[src/rtl/dbg_apb_interconnect.sv]
`default_nettype none
// +----------------------------------------------------------------------------+
// | Module   : dbg_apb_interconnect                                            |
// | Desc     : APB4 interconnect for the JTAG debug path. Optional ACCESS       |
// |            timeout enabled by defining DBG_APB_TIMEOUT_EN.                 |
// | Revision : 1.0 - initial release                                           |
// +----------------------------------------------------------------------------+
module dbg_apb_interconnect #(
   parameter int                      ADDR_WIDTH      = 32,
   parameter int                      DATA_WIDTH      = 32,
   parameter int                      NR_SLAVES       = 4,
   parameter int                      SLAVE_ADDR_BITS = 12,
   parameter logic [ADDR_WIDTH-1:0]   BASE_ADDR       = '0,
   parameter int                      TIMEOUT_CYCLES  = 255,
   localparam int                     STRB_W          = DATA_WIDTH / 8
) (
   input  logic                  clk,
   input  logic                  rst_n,
   input  logic                  req_valid,
   output logic                  req_ready,
   input  logic                  req_write,
   input  logic [ADDR_WIDTH-1:0] req_addr,
   input  logic [DATA_WIDTH-1:0] req_wdata,
   input  logic [STRB_W-1:0]     req_strb,
   output logic                  rsp_valid,
   output logic [DATA_WIDTH-1:0] rsp_rdata,
   output logic                  rsp_err,
   output logic [NR_SLAVES-1:0]  psel,
   output logic                  penable,
   output logic                  pwrite,
   output logic [ADDR_WIDTH-1:0] paddr,
   output logic [DATA_WIDTH-1:0] pwdata,
   output logic [STRB_W-1:0]     pstrb,
   input  logic [DATA_WIDTH-1:0] prdata [NR_SLAVES],
   input  logic [NR_SLAVES-1:0]  pready,
   input  logic [NR_SLAVES-1:0]  pslverr
);

   localparam logic [1:0] S_IDLE   = 2'd0;
   localparam logic [1:0] S_SETUP  = 2'd1;
   localparam logic [1:0] S_ACCESS = 2'd2;
   localparam logic [1:0] S_DECERR = 2'd3;

   if ((DATA_WIDTH % 8) != 0 || NR_SLAVES < 1 || TIMEOUT_CYCLES < 1) begin : g_param_check
      $error("dbg_apb_interconnect: illegal parameter combination");
   end

   logic [1:0]            r_state;
   logic [ADDR_WIDTH-1:0] w_idx;
   logic                  w_hit;
   logic [NR_SLAVES-1:0]  w_sel_dec;
   logic                  w_pready;
   logic                  w_pslverr;
   logic [DATA_WIDTH-1:0] w_prdata;

   assign req_ready = (r_state == S_IDLE);

   // Window index; the subtraction wraps for addresses below BASE_ADDR, hence the explicit >= test.
   assign w_idx = (req_addr - BASE_ADDR) >> SLAVE_ADDR_BITS;
   assign w_hit = (req_addr >= BASE_ADDR) && (w_idx < ADDR_WIDTH'(NR_SLAVES));

   always_comb begin
      w_sel_dec = '0;
      w_pready  = 1'b0;
      w_pslverr = 1'b0;
      w_prdata  = '0;
      for (int i = 0; i < NR_SLAVES; i++) begin
         w_sel_dec[i] = w_hit && (w_idx == ADDR_WIDTH'(i));
         w_pready     = w_pready  | (psel[i] & pready[i]);
         w_pslverr    = w_pslverr | (psel[i] & pslverr[i]);
         w_prdata     = w_prdata  | ({DATA_WIDTH{psel[i]}} & prdata[i]);
      end
   end

`ifdef DBG_APB_TIMEOUT_EN
   localparam int                CNT_W   = $clog2(TIMEOUT_CYCLES + 1);
   localparam logic [CNT_W-1:0]  c_limit = CNT_W'(TIMEOUT_CYCLES - 1);

   logic [CNT_W-1:0] r_cnt;
   logic             w_timeout;

   // Fires on the ACCESS cycle whose increment would bring the count to TIMEOUT_CYCLES.
   assign w_timeout = (r_cnt == c_limit) && !w_pready;

   always_ff @(posedge clk) begin
      if (!rst_n) begin
         r_cnt <= '0;
      end else if (r_state == S_SETUP) begin
         r_cnt <= '0;
      end else if (r_state == S_ACCESS && !w_pready) begin
         r_cnt <= r_cnt + 1'b1;
      end
   end
`else
   logic w_timeout;
   assign w_timeout = 1'b0;
`endif

   always_ff @(posedge clk) begin
      if (!rst_n) begin
         r_state   <= S_IDLE;
         psel      <= '0;
         penable   <= 1'b0;
         pwrite    <= 1'b0;
         paddr     <= '0;
         pwdata    <= '0;
         pstrb     <= '0;
         rsp_valid <= 1'b0;
         rsp_err   <= 1'b0;
         rsp_rdata <= '0;
      end else begin
         rsp_valid <= 1'b0;
         case (r_state)
            S_IDLE: begin
               if (req_valid) begin
                  paddr  <= req_addr;
                  pwrite <= req_write;
                  pwdata <= req_wdata;
                  pstrb  <= req_write ? req_strb : '0;
                  if (w_hit) begin
                     psel    <= w_sel_dec;
                     r_state <= S_SETUP;
                  end else begin
                     r_state <= S_DECERR;
                  end
               end
            end
            S_SETUP: begin
               penable <= 1'b1;
               r_state <= S_ACCESS;
            end
            S_ACCESS: begin
               if (w_pready) begin
                  psel      <= '0;
                  penable   <= 1'b0;
                  rsp_valid <= 1'b1;
                  rsp_err   <= w_pslverr;
                  rsp_rdata <= (!pwrite && !w_pslverr) ? w_prdata : '0;
                  r_state   <= S_IDLE;
               end else if (w_timeout) begin
                  psel      <= '0;
                  penable   <= 1'b0;
                  rsp_valid <= 1'b1;
                  rsp_err   <= 1'b1;
                  rsp_rdata <= '0;
                  r_state   <= S_IDLE;
               end
            end
            S_DECERR: begin
               rsp_valid <= 1'b1;
               rsp_err   <= 1'b1;
               rsp_rdata <= '0;
               r_state   <= S_IDLE;
            end
            default: r_state <= S_IDLE;
         endcase
      end
   end

endmodule
`default_nettype wire

[config.mk]
export PLATFORM = sky130hd
export DESIGN_NAME = dbg_apb_interconnect
export DESIGN_NICKNAME = d
export VERILOG_FILES = /design/src/rtl/dbg_apb_interconnect.sv
export SDC_FILE = /design/constraint.sdc
export NUM_CORES = 1
export LEC_CHECK = 0
export CAP_MARGIN = 20
export CORE_AREA = 2 2 122 124
export CTS_CLUSTER_DIAMETER = 60
export DETAILED_ROUTE_END_ITERATION = 12
export DIE_AREA = 0 0 124 126
export HOLD_SLACK_MARGIN = 0.06
export PLACE_DENSITY_LB_ADDON = 0.12
export REMOVE_ABC_BUFFERS = 1
export SLEW_MARGIN = 20
export SYNTH_ARGS = -nofsm -noshare
export SYNTH_HDL_FRONTEND = slang
export SYNTH_SLANG_ARGS = --single-unit
export TNS_END_PERCENT = 50
[constraint.sdc]
create_clock -name clk -period 1.86 [get_ports clk]
set_input_delay 0.186 -clock clk [delete_from_list [all_inputs] [get_ports clk]]
set_output_delay 0.186 -clock clk [all_outputs]
set_load 0.1 [all_outputs]
==> flow_summary.yaml <==
sta:
  post-route-period-util_pct: 92.8
  hold_violations: 0
  fin_skew_ns: 0.00852
  max_freq_mhz: 580
  setup_viol: 0
  slew_viol_final: 0
  holdWs_ns: 0.384
  unrepaired_setup_endpoints_after_global_routing: "no"
  max_slew_margin_pct: 66.0
  finalWorstPathRequiredPeriod_ns: 1.73
  tightest_slew_ns: 0.510
  postLayoutSetupSlackWorst_ns: 0.135
route:
  drt_pass1_iterations: 4
  via_per_inst: 4.97
  detail-route-antenna-nets: 0
  num_vias: 5011
  detailedRoute.firstIterationViolations: 170
  finalWirelength_um: 17300
  detail_route.wl_per_cell_um: 17.2
  drc: 0
finish:
  final_core_util_pct: 57.6
  areaGrowthSynthToFinish_pct: 72.6
  instances_no_fill: 1008
  antenna_diode_count: 0
  nets: 1027
  post_route_cells_drive_above_1_share_pct: 25.6
logic_synthesis:
  xor_xnor_share_of_the_synthesized_area_pct: 0
  synth-seq-area-share_pct: 46.1
  netlist_instances: 510
  synth_area_mm2: 0.00477
  ys.flop_type: "sky130_fd_sc_hd__dfxtp_1"
  synth_simple_gate_area_share_pct: 13.9
  async_flop_share_pct: 0
  combinational_family_with_the_most_area_after_synthesis: "compound AO/OA/AOI/OAI gates"
  postSynthAreaPerCell_um2: 9.36
  postSynthRegisterBits: 110
  synth_fa_ha_area_share_pct: 0
  synthesized_area_fraction_occupied_by_ao_oa_aoi_and_oai_cells_pct: 32.5
  synthDistinctLibCells: 38
  synth-edff-count: 0
  yosys_warnings: 0
  post_synth_mux_area_share_pct: 0
floorplan:
  die_width_um: 124
  floorplan.initialDensity_pct: 33.4
  placement_rows: 44
  ports: 317
  die-height_um: 126
  fp.dieArea_mm2: 0.0156
  core-area_mm2: 0.0143
power:
  share_clk_of_total_power_pct: 30.6
  sequentialPowerShare_pct: 39.4
  switching_share_pct: 33.6
  p_per_area_mw_per_mm2: 783
  power_frac_comb_pct: 30.0
  power_report.internal_total_mw: 4.28
  power.static_leakage_nw: 3.20
  vdd_drop_max_mv: 0.565
  p_switching_mw: 2.17
global_routing:
  initial_antenna_violation_count: 0
  grt_util_all_layers_pct: 21.4
  grt_pass1_wl_um: 26000
  grt_overflow: 0
  first_global_vias: 5063
  grt_start_max_net_pins: 51
clock_tree:
  post_cts_setup_buffers: 0
  clk_path_buf_depth: 2
  clock_sink_count: 110
  tritoncts: "built"
  clk_latency_ns: 0.34
  cts_made_buffers: 9
  cts.clk_slew.worst_paths_ns: 0.07
  clock_tree.htree_level_count: 3
  clock_tree.root_cell: "sky130_fd_sc_hd__clkbuf_16"
  cts_hold_repair.buffers: 0
setup_path:
  end_kind: "flip-flop"
  critPathKind: "flip-flop to flip-flop"
  path_max_fanout: 16
  regToRegSetupSlack_ns: 0.13
  worst-endpoint-required_ns: 2.13
  timing.critical_path.arrival_ns: 1.99
  worstSetupStartpointType: "flip-flop"
place:
  place_congestion: 0.821
  post-dp-hpwl_um: 13100
  pre_cts_slack_ns: -0.215
  place.detailed.instances: 991
  numPortBuffers: 316
job:
  drv_cap: 0
status:
  status: "completed"
hold_path:
  hold_class: "primary input to flip-flop"
-- layer usage --
layer  wire length, um  GRT usage, %  vias to the layer above
met5                 0             0                        -
met3              1650          6.66                       27
met4               523          9.25                        0
li1                  -             -                     2465
met1              6330          21.5                     2312
met2              8820          39.9                      207
-- sequential cells by signal, indices dropped and copies added, names as in the netlist --
| register | cells |
|---|---|
| penable | 1 |
| pwdata | 32 |
| rsp_valid | 1 |
| r_state | 2 |
| psel | 4 |
| rsp_err | 1 |
| pstrb | 4 |
| paddr | 32 |
| rsp_rdata | 32 |
| pwrite | 1 |
-- repair_timing --
| action | 4_1_cts | 5_1_grt |
|---|---|---|
| cloned | 1 | 0 |
| gates resized for setup | 1 | 5 |
| pin swaps | 0 | 2 |
| setup endpoints to repair | 32 | 18 |
-- power groups by stage --
stage               clock [mW]  combinational [mW]  sequential [mW]
detailed placement           0                1.94             2.59
CTS                       2.04                1.95             2.54
global placement             0                1.92             2.58
global route              2.13                2.03             2.55
floorplan                    0               0.314             3.40
finish                    1.98                1.94             2.54
-- worst paths after layout --
check	start	end	cells past startpoint
hold reg to reg	paddr[5]$_SDFFE_PN0P_	paddr[5]$_SDFFE_PN0P_	2
hold / removal	req_wdata[18]	pwdata[18]$_SDFFE_PN0P_	3
setup / recovery	r_state[0]$_SDFFE_PN0P_	rsp_rdata[31]$_SDFFE_PN0P_	5
setup reg to reg	r_state[0]$_SDFFE_PN0P_	rsp_rdata[31]$_SDFFE_PN0P_	5
-- layout by cell type, fill, tap and decap left out, types with 3 or more instances in the layout --
cell                                n
sky130_fd_sc_hd__nand2_1          135
sky130_fd_sc_hd__a22o_2            16
sky130_fd_sc_hd__clkdlybuf4s50_1  207
sky130_fd_sc_hd__inv_1              6
sky130_fd_sc_hd__nor2_1             8
sky130_fd_sc_hd__dfxtp_2            3
sky130_fd_sc_hd__a21oi_1           70
sky130_fd_sc_hd__dfxtp_1          107
sky130_fd_sc_hd__a22o_1            17
sky130_fd_sc_hd__a221oi_1          32
sky130_fd_sc_hd__o21ai_0            3
sky130_fd_sc_hd__buf_12             8
sky130_fd_sc_hd__nand3_1            6
sky130_fd_sc_hd__buf_4            129
sky130_fd_sc_hd__nor4_1             3
sky130_fd_sc_hd__o22ai_1            4
sky130_fd_sc_hd__o2bb2ai_2         29
sky130_fd_sc_hd__clkbuf_16          9
-- cell type report --
cell class	count	area [um2]
clock buffer	12	256
clock inverter	4	52.6
sequential	110	2210
multi-input combinational	346	2240
inverter	7	26.3
tap	184	230
timing repair buffer	345	3230
fill	1273	6070
-- worst max-delay path, stage by stage (launching register included) --
cell and delay (ns):
sky130_fd_sc_hd__dfxtp_2 0.34, sky130_fd_sc_hd__a222oi_1 0.32, sky130_fd_sc_hd__nand2_1 0.14, sky130_fd_sc_hd__or4_4 0.50, sky130_fd_sc_hd__buf_12 0.19, sky130_fd_sc_hd__o2bb2ai_1 0.15
-- cells by family after synthesis --
family / Yosys count
buf+inv: 54
compound gates: 182
flops: 110
simple gates: 164
-- Yosys cell counts, types with 5 or more instances --
library cell | n | share of area (%)
sky130_fd_sc_hd__a21oi_1 | 70 | 7.3
sky130_fd_sc_hd__a221oi_1 | 32 | 5.9
sky130_fd_sc_hd__a22o_1 | 17 | 3.1
sky130_fd_sc_hd__a22o_2 | 16 | 3.4
sky130_fd_sc_hd__clkbuf_1 | 25 | 2.0
sky130_fd_sc_hd__dfxtp_1 | 110 | 46
sky130_fd_sc_hd__dlygate4sd1_1 | 5 | 0.92
sky130_fd_sc_hd__inv_1 | 7 | 0.55
sky130_fd_sc_hd__nand2_1 | 136 | 11
sky130_fd_sc_hd__nand3_1 | 6 | 0.63
sky130_fd_sc_hd__nor2_1 | 9 | 0.71
sky130_fd_sc_hd__o2bb2ai_2 | 28 | 8.8
-- metrics by stage --
| stage | TNS, ns | power, mW | cell area (um2) |
|---|---|---|---|
| after CTS | 0 | 6.53 | 8230 |
| after global placement | -6.30 | 4.51 | 7890 |
| after floorplan | -197.61 | 3.71 | 4440 |
| final | 0 | 6.45 | 8240 |
| after detailed placement | -6.69 | 4.53 | 7890 |
| after global routing | 0 | 6.72 | 8240 |
(Power assumes the default switching activity.)
